===== config.mk =====
export PLATFORM = sky130hd
export DESIGN_NAME = xor_cipher_core
export DESIGN_NICKNAME = d
export VERILOG_FILES = /design/src/rtl/xor_cipher_core.sv
export SDC_FILE = /design/constraint.sdc
export NUM_CORES = 1
export LEC_CHECK = 0
export ABC_AREA = 1
export BUFFER_PORTS_ARGS = -buffer_cell sky130_fd_sc_hd__buf_4
export CAP_MARGIN = 20
export CORE_MARGIN = 3
export CORE_UTILIZATION = 55
export DETAILED_ROUTE_END_ITERATION = 8
export PLACE_DENSITY_LB_ADDON = 0.25
export SYNTH_ARGS = -nofsm -noshare
export SYNTH_HDL_FRONTEND = slang
export SYNTH_SLANG_ARGS = --single-unit
export TNS_END_PERCENT = 30

===== constraint.sdc =====
create_clock -name clk -period 2.85 [get_ports clk]
set_input_delay 0.285 -clock clk [delete_from_list [all_inputs] [get_ports clk]]
set_output_delay 0.285 -clock clk [all_outputs]
set_load 0.05 [all_outputs]

===== src/rtl/xor_cipher_core.sv =====
// xor_cipher_core
// Two-stage streaming XOR/rotate cipher with a rotating key schedule.
//
// Encrypt: out = rotl(in, PROT) ^ key
// Decrypt: out = rotr(in ^ key, PROT)
// The key word comes from a bank of NKEYS words. The bank advances to the
// next word each time 'period' beats have been accepted. A period of 0
// freezes the key index.
//
// Handshake: a transfer happens on a rising clk edge where valid && ready
// are both high. A producer holds valid and its payload stable until that
// edge. ready never depends on the same side's valid. in_ready equals the
// pipeline advance condition (!out_valid || out_ready). out_valid and
// out_data come straight from registers and stay unchanged while out_ready
// is low.
//
// Ports
//   clk, rst              clock, asynchronous active-high reset
//   in_valid/in_ready     input beat handshake
//   in_data, in_mode      beat payload (mode 0 encrypt, 1 decrypt)
//   out_valid/out_ready   result handshake
//   out_data              result word
//   cfg_we                one-cycle strobe to load key bank and period
//   cfg_key, cfg_rot      new key bank (word i at [i*DW +: DW]) and period
//   cfg_err               one-cycle pulse when a cfg_we was refused
//   busy                  either pipeline stage holds a beat
module xor_cipher_core #(
  parameter int                    DW       = 8,
  parameter int                    NKEYS    = 3,
  parameter int                    PROT     = 1,
  parameter logic [NKEYS*DW-1:0]   KEY_INIT = 24'h0FA53C,
  parameter logic [3:0]            ROT_INIT = 4'd1
) (
  input  logic                  clk,
  input  logic                  rst,
  input  logic                  in_valid,
  input  logic [DW-1:0]         in_data,
  input  logic                  in_mode,
  output logic                  in_ready,
  output logic                  out_valid,
  output logic [DW-1:0]         out_data,
  input  logic                  out_ready,
  input  logic                  cfg_we,
  input  logic [NKEYS*DW-1:0]   cfg_key,
  input  logic [3:0]            cfg_rot,
  output logic                  cfg_err,
  output logic                  busy
);

  localparam int IW = (NKEYS > 1) ? $clog2(NKEYS) : 1;
  localparam logic [IW-1:0] LAST_IDX = IW'(NKEYS - 1);

  // Stage 1: captured beat together with the key word it must use.
  logic                s1_valid;
  logic [DW-1:0]       s1_data;
  logic                s1_mode;
  logic [DW-1:0]       s1_key;

  // Key schedule state.
  logic [NKEYS*DW-1:0] key_bank;
  logic [3:0]          period;
  logic [3:0]          cnt;
  logic [IW-1:0]       idx;

  logic                advance;
  logic                accept;
  logic [DW-1:0]       cur_key;
  logic [DW-1:0]       result;

  // A shift by DW yields zero, so PROT = 0 degenerates to the identity.
  function automatic logic [DW-1:0] rotl(input logic [DW-1:0] x);
    return (x << PROT) | (x >> (DW - PROT));
  endfunction

  function automatic logic [DW-1:0] rotr(input logic [DW-1:0] x);
    return (x >> PROT) | (x << (DW - PROT));
  endfunction

  assign advance  = !out_valid || out_ready;
  assign in_ready = advance;
  assign accept   = in_valid && advance;
  assign busy     = s1_valid || out_valid;
  assign cur_key  = key_bank[int'(idx)*DW +: DW];
  assign result   = s1_mode ? rotr(s1_data ^ s1_key) : (rotl(s1_data) ^ s1_key);

  // Datapath. Both stages move together on advance. When the pipeline is
  // stalled, every register keeps its value.
  always_ff @(posedge clk or posedge rst) begin
    if (rst) begin
      s1_valid  <= 1'b0;
      s1_data   <= '0;
      s1_mode   <= 1'b0;
      s1_key    <= '0;
      out_valid <= 1'b0;
      out_data  <= '0;
    end else if (advance) begin
      out_valid <= s1_valid;
      out_data  <= result;
      s1_valid  <= accept;
      if (accept) begin
        s1_data <= in_data;
        s1_mode <= in_mode;
        s1_key  <= cur_key;
      end
    end
  end

  // Key schedule and configuration. The beat accepted this cycle has
  // already latched cur_key. Any index step therefore takes effect on the
  // following beat.
  always_ff @(posedge clk or posedge rst) begin
    if (rst) begin
      key_bank <= KEY_INIT;
      period   <= ROT_INIT;
      cnt      <= '0;
      idx      <= '0;
      cfg_err  <= 1'b0;
    end else begin
      cfg_err <= cfg_we && (busy || accept);
      if (cfg_we && !busy && !accept) begin
        key_bank <= cfg_key;
        period   <= cfg_rot;
        cnt      <= '0;
        idx      <= '0;
      end else if (accept && (period != 4'd0)) begin
        if (4'(cnt + 4'd1) == period) begin
          cnt <= '0;
          idx <= (idx == LAST_IDX) ? '0 : IW'(idx + IW'(1));
        end else begin
          cnt <= 4'(cnt + 4'd1);
        end
      end
    end
  end

endmodule


-- Word-level counts from Yosys, hierarchy flattened
Index checks and enable logic that the tools add are counted.
- logic and storage cells: 44
- bits of input ports: 42
- flip-flop bits (word level): 62
- output and inout bits: 12
- shift operators: 1
- reduce and logical (&&, ||, !) cells: 16
- $add $sub $neg: 2
- equality and inequality tests: 2
- muxes and demuxes: 8
- bitwise gates (word level): 4
- operators with widths (kind ; count):
    24-bit by 6-bit variable part select with 8-bit output ; 1
    8-bit XOR ; 2
    4-bit 2-to-1 mux ; 3
    2-bit 2-to-1 mux ; 4
    8-bit 2-to-1 mux ; 1
    7-bit by 8-bit OR with 8-bit output ; 1
    8-bit by 1-bit OR with 8-bit output ; 1
    1-bit logical AND ; 5
    4-bit by 1-bit adder with 4-bit output, second input constant ; 1
    4-bit == test ; 1
    2-bit AND reduction ; 2
    2-bit nonzero test ; 2
    4-bit nonzero test ; 1
    1-bit zero test ; 3
    1-bit logical OR ; 3
    2-bit by 1-bit adder with 2-bit output, second input constant ; 1
    2-bit == test, second input constant ; 1

-- Logic depth before layout (Yosys ltp)
Gate-level depths: netlist of the first run.
- word-level depth: 7
- depth in mapped cells: 11
- depth with buffers taken out: 11

-- Least setup slack after synthesis of the first run
Ideal clock, no wire load.
- path type: register to register
- start: reg out_valid
- end: reg s1_valid
- path slack: 1344 ps
- period minus slack after synthesis: 1506 ps
- arrival: 1419 ps
- data required time: 2763 ps
- library setup time: 87 ps
- stages on the path, launching flop included: 5
- buffers on the path: 0
- cells stage by stage: dfrtp_1 inv_2 nor2_4 inv_1 o21ai_0
- word-level cells in the longest chain between the ends: 3
- RTL lines (element ; line ; RTL):
    from (decl) ; 40 ; output logic out_valid,
    from (signal assigned) ; 97 ; out_valid <= s1_valid;
    1-bit zero test * ; 79 ; assign advance = !out_valid || out_ready;
    1-bit logical OR * ; 79 ;
    named net in_ready ; 39 ; output logic in_ready,
    1-bit logical AND ; 81 ; assign accept = in_valid && advance;
    to (signal assigned) ; 99 ; s1_valid <= accept;
    to (decl) ; 54 ; logic s1_valid;
The timed path passes the listed nets; every way through them passes the cells marked *.
A chain may end at the register's enable or synchronous reset.

-- Final worst setup path of the first run
- start: reg out_valid
- end: reg cnt[1]
- word-level cells in the longest chain between the ends: 6
- elaborated cells on any way between the ends: 11
- those cells by class: mux (1); reduce/logical (10)
- RTL lines (element ; line ; RTL):
    1-bit zero test ; 79 ;
    1-bit logical OR ; 79 ;
    1-bit logical AND ; 81 ;
    1-bit zero test ; 120 ; if (cfg_we && !busy && !accept) begin
    1-bit logical AND ; 120 ;
    4-bit 2-to-1 mux or 2-bit nonzero test (tied branches) ; -- ;
    to (signal assigned) ; 130 ; cnt <= 4'(cnt + 4'd1);
    to (decl) ; 62 ; logic [3:0] cnt;
Parallel ways exist; a longest one is shown, timed or not.

==> results.yml, run 1 <==
yosys:
  yosys_warnings: 0
  syn_inst: 289
  synth-edff-count: 0
  synth-seq-cells: 62
  synth_area_mm2: 0.00292
  yosysSeqAreaShare: 0.536
  ys.flop_type: "dfrtp_1"
  synth_cell_types: 32
  synthesis.nets: 332
  synth-async-reset-ratio: 1.00
  postSynthAreaPerCell_um2: 10.1
final_layout:
  areaGrowthSynthToFinish_pct: 23.1
  final_util: 0.728
  finalNonFillerCells: 419
  fin_nets: 390
  diodes: 0
  fill_cells: 374
  drive_gt1_frac: 0.361
sta:
  fmax_mhz: 491
  hold_violations: 0
  slew_headroom: 0.395
  fin_crit_ps: 2040
  maxSlewViolCount: 0
  setup_tns_ps: 0
  setup_viol: 0
  min_period_over_period: 0.715
  rsz0062_at_grt: "false"
  clock_skew_ps: 10.8
  worst_slew_pin_slew_ps: 907
cts:
  cts_tree: "done"
  postCtsSetupBuffers: 0
  cts.repair.resized: 0
  cts_root_buf: "clkbuf_8"
  htree_levels: 3
  clockBufferDepth: 2
  cts_hold_buf: 0
  path_clk_slew_ps: 70
  cts.sinks: 62
  cts_buffers: 9
  insertion_delay_ps: 340
global_route:
  grt_usage: 0.211
  antenna_found_initial: 0
  grt_pass1_vias: 2218
  globalRouteOverflowTotal: 0
  grt_max_degree: 38
  grt_pass1_wl_mm: 10.1
setup_path:
  cpMostUsedCell: "nand2_1"
  cp.arrival_ps: 2270
  path_max_fanout: 37
  crit_family: "simple AND/OR/NAND/NOR gates"
  start_kind: "register"
  rr_startpoint: "out_valid"
  crit_chain: "nor2_2 > nand3_2 > nand2_4 > inv_2 > nand2_1 > nand2_1"
  worstSetupPathType: "reg -> reg"
  cp_num_buf_inv: 1
  critical-path-max-stage-delay_ps: 700
  critPathLaunch: "out_valid"
  cp_slowest_cell: "nand3_2"
  critPathCaptureType: "register"
  required_ps: 3080
die:
  die_h_um: 78.9
  num_rows: 25
  die_x_um: 78.9
  start_util: 0.591
  core_mm2: 0.00494
  io_pins: 54
  fp.dieArea_mm2: 0.00623
power:
  power_density_mw_per_mm2: 1040
  peakVddDrop_mv: 0.585
  leakage_nw: 1.72
drt:
  ant_nets: 0
  dr.pass1.iters: 5
  wl_per_cell_um: 14.0
  routed_wl_mm: 5.85
  num_vias: 2169
  drtIter0Drc: 169
  routed_via_density: 5.18
  drc_errors: 0
run_status:
  status: "finished, final reports clean"
job:
  drv_cap: 0
placement:
  port-buffer-count: 53
  dp.cells: 403
  dpl.hpwl_mm: 4.07
  gp_congestion: 0.840
hold_path:
  hp-class: "in -> async"
## where the power goes
group	total, mW	internal, mW	switching [mW]	leakage (nW)
combinational	1.26	0.526	0.730	0.874
sequential	1.55	1.26	0.291	0.722
clock	0.941	0.585	0.356	0.124
## worst reg2reg max path, stage by stage (launching register included)
cell and delay, ps:
dfrtp_1 410, nor2_2 170, nand3_2 700, nand2_4 440, inv_2 80, nand2_1 70
nand2_1 60
## cell usage after synthesis (2+ instances only)
| cell type | n | area share |
|---|---|---|
| nor2_2 | 2 | 0.0043 |
| xor2_1 | 8 | 0.024 |
| a21oi_1 | 11 | 0.019 |
| a22oi_1 | 4 | 0.010 |
| dfstp_2 | 13 | 0.12 |
| nand2_2 | 2 | 0.0043 |
| nand3_2 | 2 | 0.0068 |
| inv_2 | 5 | 0.0064 |
| nand2_1 | 76 | 0.098 |
| nand3_1 | 10 | 0.017 |
| a31oi_1 | 8 | 0.017 |
| nand4_1 | 5 | 0.011 |
| nor2_1 | 12 | 0.015 |
| buf_6 | 5 | 0.019 |
| inv_1 | 13 | 0.017 |
| dfrtp_1 | 49 | 0.42 |
| o21ai_0 | 16 | 0.027 |
| xnor2_1 | 9 | 0.027 |
| buf_2 | 3 | 0.0051 |
| mux2_2 | 24 | 0.092 |
## kinds of logic after synthesis
family | Yosys count | synth area share
and+or+nand+nor | 113 | 0.173
DFF | 62 | 0.536
AOI/OAI and AO/OA | 42 | 0.0852
buffers and inverters | 29 | 0.0527
muxes | 25 | 0.0976
xor gates and xnor gates | 17 | 0.0509
adders and majority gates | 1 | 0.00428
## metal layers
layer | up-vias | track usage | routed length (µm)
met5 | - | 0 | 0
met4 | 0 | 0.112 | 126
met3 | 11 | 0.0385 | 409
met2 | 84 | 0.317 | 2660
met1 | 999 | 0.292 | 2660
li1 | 1075 | - | -
## state kept, by name (all words and copies together), names as in the netlist, 2 cells and up
name      cells
idx           2
s1_data       8
key_bank     24
cnt           4
s1_key        8
period        4
out_data      8
## layout make-up
cell class	count	area (µm²)	area share
clock buffers	9	124	0.0344
inverters	19	71.3	0.0198
flip-flops and latches	62	1570	0.436
well taps	67	83.8	0.0233
multi-input cells	198	1200	0.334
clock inverters	7	121	0.0337
repair buffers	57	428	0.119
## per-stage QoR
| stage | area (µm²) | hold WS (ps) | setup slack, ps | power (mW) |
|---|---|---|---|---|
| 6_report | 3600 | 54.2 | 812 | 3.75 |
| 5_1_grt | 3600 | 105 | 570 | 3.99 |
| 4_1_cts | 3600 | 66.2 | 802 | 3.77 |
| 3_5_place_dp | 3350 | 433 | 828 | 2.81 |
| 3_3_place_gp | 3350 | 433 | 918 | 2.76 |
| 2_1_floorplan | 2920 | 402 | 1050 | 2.46 |
## placed cells by master, fill, tap and decap left out, types with 2 or more instances in the layout
| cell type | instances |
|---|---|
| nand3_1 | 10 |
| nand2_1 | 76 |
| o21ai_0 | 16 |
| a22oi_1 | 4 |
| dfstp_2 | 13 |
| nand3_2 | 2 |
| nand2_2 | 2 |
| a31oi_1 | 8 |
| nand4_1 | 5 |
| clkbuf_8 | 9 |
| xnor2_1 | 9 |
| xor2_1 | 8 |
| buf_4 | 57 |
| nor2_2 | 2 |
| mux2_2 | 24 |
| dfrtp_1 | 49 |
| bufinv_16 | 3 |
| inv_2 | 6 |
| inv_1 | 12 |
| a21oi_1 | 11 |
| nor2_1 | 12 |
| clkinv_4 | 2 |
## worst paths after layout
path | to | slack [ps] | cells after the start
max in group asynchronous | key_bank[10] | 2050 | 3
worst max register to register | cnt[1] | 810 | 6
min in group clk | s1_data[6] | 150 | 3
worst min-delay path | period[2] | 50 | 2
worst min register to register | out_data[7] | 490 | 2
worst max-delay path | cnt[1] | 810 | 6
No activity file was read; power rests on OpenSTA's default activity.
==> run 2, diff against run 1 <==
--- a/config.mk
+++ b/config.mk
@@ -5,7 +5,7 @@
 export SDC_FILE = /design/constraint.sdc
 export NUM_CORES = 1
 export LEC_CHECK = 0
-export ABC_AREA = 1
+export ABC_AREA = 0
 export BUFFER_PORTS_ARGS = -buffer_cell sky130_fd_sc_hd__buf_4
 export CAP_MARGIN = 20
 export CORE_MARGIN = 3
==> constraint.sdc (replaced) <==
create_clock -name clk -period 2 [get_ports clk]
set_input_delay 0.2 -clock clk [delete_from_list [all_inputs] [get_ports clk]]
set_output_delay 0.2 -clock clk [all_outputs]
set_load 0.05 [all_outputs]
==> results.yml, run 2 <==
sta:
  fin_crit_ps: 1740
  maxSlewViolCount: 0
  clock_skew_ps: 7.12
  slew_headroom: 0.641
  min_period_over_period: 0.872
  setup_viol: 0
  fmax_mhz: 573
  worst_slew_pin_slew_ps: 538
  rsz0062_at_grt: "false"
  layout_setup_ws_ps: 256
  whs_ps: 83.8
  hold_violations: 0
  setup_tns_ps: 0
final_layout:
  fin_nets: 341
  areaGrowthSynthToFinish_pct: 22.7
  final_util: 0.727
  drive_gt1_frac: 0.436
  largest_reg_flops: 24
  final_cell_mix: "55 x buf_4, 49 x dfrtp_1, 32 x mux2_2"
  diodes: 0
  layout_commonest_cell: "buf_4"
  regMostFlops: "key_bank"
global_route:
  antenna_found_initial: 0
  globalRouteOverflowTotal: 0
  grt_pass1_vias: 1917
  grt_max_degree: 63
  grt_usage: 0.184
  grt_pass1_wl_mm: 8.82
hold_path:
  hp-class: "in -> reg"
  worst_hold_path.endpoint: "s1_data[0]"
  min_from: "in_data[0]"
  whs_path_depth: 2
yosys:
  synth.area.mux_share: 0.180
  postSynthAreaPerCell_um2: 12.1
  synth-seq-cells: 62
  ys_top_cells_by_area: "dfrtp_1 42%, mux2_2 12%, dfstp_2 12%"
  synth_common_cells: "49 x dfrtp_1, 32 x mux2_2, 19 x nand2_1, 19 x nor2_1"
  synth_top_family_by_area: "multiplexers"
  synth_top_area_share: 0.419
  synth_cell_types: 41
  synth-async-reset-ratio: 1.00
  ys.flop_type: "dfrtp_1"
  synthAdderAreaFrac: 0.00427
  synthesis.nets: 284
  synth_xor_area_frac: 0.0709
  yosys_warnings: 0
  synth.most_common_cell: "dfrtp_1"
  syn_inst: 241
  synth_compound_area_frac: 0.0761
  synth-edff-count: 0
  synth_area_mm2: 0.00293
  synthSimpleGateAreaFrac: 0.101
  yosysTopAreaCell: "dfrtp_1"
  yosysSeqAreaShare: 0.535
setup_path:
  worstSetupPathType: "reg -> reg"
  ff2ff_setup_slack_ps: 260
  critPathCaptureType: "register"
  cp.arrival_ps: 1960
  required_ps: 2210
  reg2regPathDepth: 5
  rr_startpoint: "cnt[0]"
  start_kind: "register"
  r2r-end: "idx[1]"
  path_max_fanout: 5
die:
  die_x_um: 79.0
  die_h_um: 79.0
  io_pins: 54
  num_rows: 25
  core_mm2: 0.00494
  fp.dieArea_mm2: 0.00623
  start_util: 0.592
drt:
  num_vias: 1912
  wl_per_cell_um: 13.8
  ant_nets: 0
  drtIter0Drc: 74
  dr.pass1.iters: 4
  routed_via_density: 5.17
  drc_errors: 0
  routed_wl_mm: 5.12
cts:
  cts.sinks: 62
  cts_buffers: 9
  cts_tree: "done"
  path_clk_slew_ps: 70
  clockBufferDepth: 2
  cts_root_buf: "clkbuf_8"
  insertion_delay_ps: 330
  htree_levels: 3
run_status:
  status: "finished, final reports clean"
placement:
  dpl.hpwl_mm: 3.69
  dp_slack_ps: 259
  gp_congestion: 0.805
  port-buffer-count: 53
job:
  drv_cap: 0
power:
  leakage_nw: 1.58
  power_density_mw_per_mm2: 1430
  peakVddDrop_mv: 0.760
run 2: cell types whose count changed after synthesis, sizes merged, moves of 4 or more:
| cell | previous run | this run |
|---|---|---|
| a21oi | 11 | 16 |
| a31oi | 8 | 1 |
| nand4 | 5 | 0 |
| mux2 | 25 | 39 |
| inv | 18 | 3 |
| nand2 | 79 | 20 |
| a22oi | 4 | 0 |
| mux2i | 0 | 8 |
| nand3 | 12 | 3 |
run 2: final cells by class:
class,instances,area (µm²)
flip-flops and latches,62,1570
fillers,377,1350
multi-input cells,164,1270
repair buffers,58,463
clock buffers,13,159
well taps,67,83.8
clock inverters,3,42.5
inverters,3,11.3
run 2: routing by layer:
metal | track usage | routed length [µm]
met5 | 0 | 0
met3 | 0.0669 | 316
met2 | 0.271 | 2390
met1 | 0.248 | 2390
met4 | 0.0722 | 29
run 2: repair_timing:
item | CTS | global route
endpoints found under the hold margin | 49 | 0
resized for setup | 0 | 0
buffers inserted | 0 | 0
hold buffers | 1 | 0
run 2: metrics by stage:
stage	instance area, µm²	cells	total power, mW
after global routing	3590	370	5.51
final	3590	370	5.15
after CTS	3590	370	5.21
after global placement	3380	353	4.02
after detailed placement	3380	353	4.10
after floorplan	2930	241	3.67
run 2: kinds of logic (layout without fill, tap and decap cells):
logic type | Yosys count | count (layout)
DFF | 62 | 62
and+or+nand+nor | 56 | 56
muxes | 47 | 47
AOI/OAI and AO/OA | 38 | 38
xor gates and xnor gates | 22 | 22
buffers and inverters | 15 | 77
adders and majority gates | 1 | 1
run 2: worst max path at each step:
stage | startpoint | endpoint | slack, ps | depth (start not counted)
floorplan | out_valid | s1_data[0] | 100 | 5
global placement | cnt[0] | idx[1] | 340 | 5
detailed placement | cnt[0] | idx[1] | 260 | 5
CTS | cnt[0] | idx[1] | 240 | 5
global route | cnt[0] | idx[1] | 140 | 5
finish | cnt[0] | idx[1] | 260 | 5
run 2: where the power goes:
group,internal (mW),switching [mW]
combinational,0.912,0.910
clock,0.643,0.454
sequential,1.80,0.434
run 2: worst max-delay path, stage by stage, from the launching register on:
cell and delay [ps]:
dfrtp_1 420, ha_1 230, xor3_1 250, nor3_2 260
nand3_2 150, mux2_4 320
==> run 3, diff against run 2 <==
==> constraint.sdc (replaced) <==
create_clock -name clk -period 2 [get_ports clk]
set_input_delay 0.1 -clock clk [delete_from_list [all_inputs] [get_ports clk]]
set_output_delay 0.1 -clock clk [all_outputs]
set_load 0.05 [all_outputs]
==> results.yml, run 3 (synthesized netlist as in run 2, its figures left out) <==
setup_path:
  path_max_fanout: 5
  reg2regPathDepth: 5
  start_kind: "register"
  worstSetupPathType: "reg -> reg"
  cp.arrival_ps: 1930
  critPathCaptureType: "register"
  required_ps: 2210
sta:
  rsz0062_at_grt: "false"
  clock_skew_ps: 5.94
  maxSlewViolCount: 0
  whs_ps: 23.0
  setup_tns_ps: 0
  worst_slew_pin_slew_ps: 557
  fmax_mhz: 583
  hold_violations: 0
  setup_viol: 0
  min_period_over_period: 0.857
  fin_crit_ps: 1710
  slew_headroom: 0.629
cts:
  cts_root_buf: "clkbuf_8"
  insertion_delay_ps: 330
  path_clk_slew_ps: 70
  htree_levels: 3
  cts.repair.resized: 0
  cts_buffers: 9
  cts_tree: "done"
  postCtsSetupBuffers: 0
  clockBufferDepth: 2
  cts.sinks: 62
die:
  fp.dieArea_mm2: 0.00623
  die_x_um: 79.0
  num_rows: 25
  core_mm2: 0.00494
  start_util: 0.592
  die_h_um: 79.0
  io_pins: 54
placement:
  placed_area_mm2: 0.00338
  port-buffer-count: 53
  dpl.hpwl_mm: 3.65
  dp.cells: 353
  gp_congestion: 0.772
job:
  drv_cap: 0
global_route:
  grt_usage: 0.214
  antenna_found_initial: 0
  grt_pass1_vias: 2148
  grt_max_degree: 63
  grt_pass1_wl_mm: 10.0
  globalRouteOverflowTotal: 0
power:
  swShare: 0.346
  power.clock.fraction: 0.222
  power_density_mw_per_mm2: 1350
  combPwrFrac: 0.356
  leakage_nw: 1.73
  power.switching_mw: 1.84
  seq_power_share: 0.422
  peakVddDrop_mv: 0.725
  p_int_mw: 3.49
  p_total_mw: 5.33
drt:
  drc_errors: 0
  dr.pass1.iters: 4
  routed_via_density: 5.07
  num_vias: 2047
  drtIter0Drc: 80
  wl_per_cell_um: 14.6
  ant_nets: 0
  routed_wl_mm: 5.91
final_layout:
  layout_commonest_cell: "buf_4"
  finalNonFillerCells: 404
  drive_gt1_frac: 0.392
  diodes: 0
  final_cell_mix: "55 x buf_4, 49 x dfrtp_1, 35 x dlygate4sd3_1"
  areaGrowthSynthToFinish_pct: 34.8
  final_area_mm2: 0.00395
  regMostFlops: "key_bank"
  fill_cells: 316
  largest_reg_flops: 24
  fin_nets: 375
run_status:
  status: "finished, final reports clean"
hold_path:
  hp-class: "in -> reg"
  whs_path_depth: 2
## run 3: cell count changes in the layout (fill, tap and decap cells not counted), sizes merged
cell and delta:
clkinvlp -1, clkbuf -1, clkinv +1, bufinv +1, dlygate4sd3 +34
## run 3: metal layers
metal,global-route usage,routed length [µm]
met4,0.0859,87
met1,0.263,2620
met3,0.0680,278
met2,0.348,2920
met5,0,0
## run 3: cell type report
cell class	count	area (µm²)	area share
Sequential cell	62	1570	0.397
Multi-Input combinational cell	164	1270	0.321
Inverter	3	11.3	0.00285
Timing Repair Buffer	92	803	0.203
Clock buffer	12	145	0.0368
Tap cell	67	83.8	0.0212
Clock inverter	4	70.1	0.0177
## run 3: worst paths after layout
kind / start / to / slack [ps]
worst min-delay path: cfg_rot[0] / period[0] / 20
max in group asynchronous: rst / key_bank[16] / 1290
worst max register to register: cnt[0] / idx[1] / 290
worst min register to register: out_data[4] / out_data[4] / 480
min in group asynchronous: rst / cfg_err / 380
worst max-delay path: cnt[0] / idx[1] / 290
## run 3: worst max-delay path, stage by stage, from the launching register on
cell,delay [ps]
dfrtp_1,430
ha_1,340
xor2_1,160
nor3_2,210
nand3_2,140
mux2_4,320
## run 3: timing repair
| item | 4_1_cts | 5_1_grt |
|---|---|---|
| hold buffers | 35 | 0 |
| endpoints found under the hold margin | 83 | 0 |
| endpoints found under the setup margin | 0 | 0 |
## run 3: power by group through the flow
stage	logic (mW)	registers, mW	clock network (mW)
after global routing	2.09	2.32	1.29
after detailed placement	1.84	2.26	0
after global placement	1.79	2.23	0
after CTS	1.91	2.24	1.22
final	1.90	2.25	1.18
after floorplan	1.28	2.39	0
## run 3: metrics by stage
step | setup slack, ps | util
after floorplan | 103 | -
after global placement | 341 | 0.684
after detailed placement | 289 | 0.684
after CTS | 282 | 0.799
after global routing | 204 | 0.799
final | 286 | 0.799
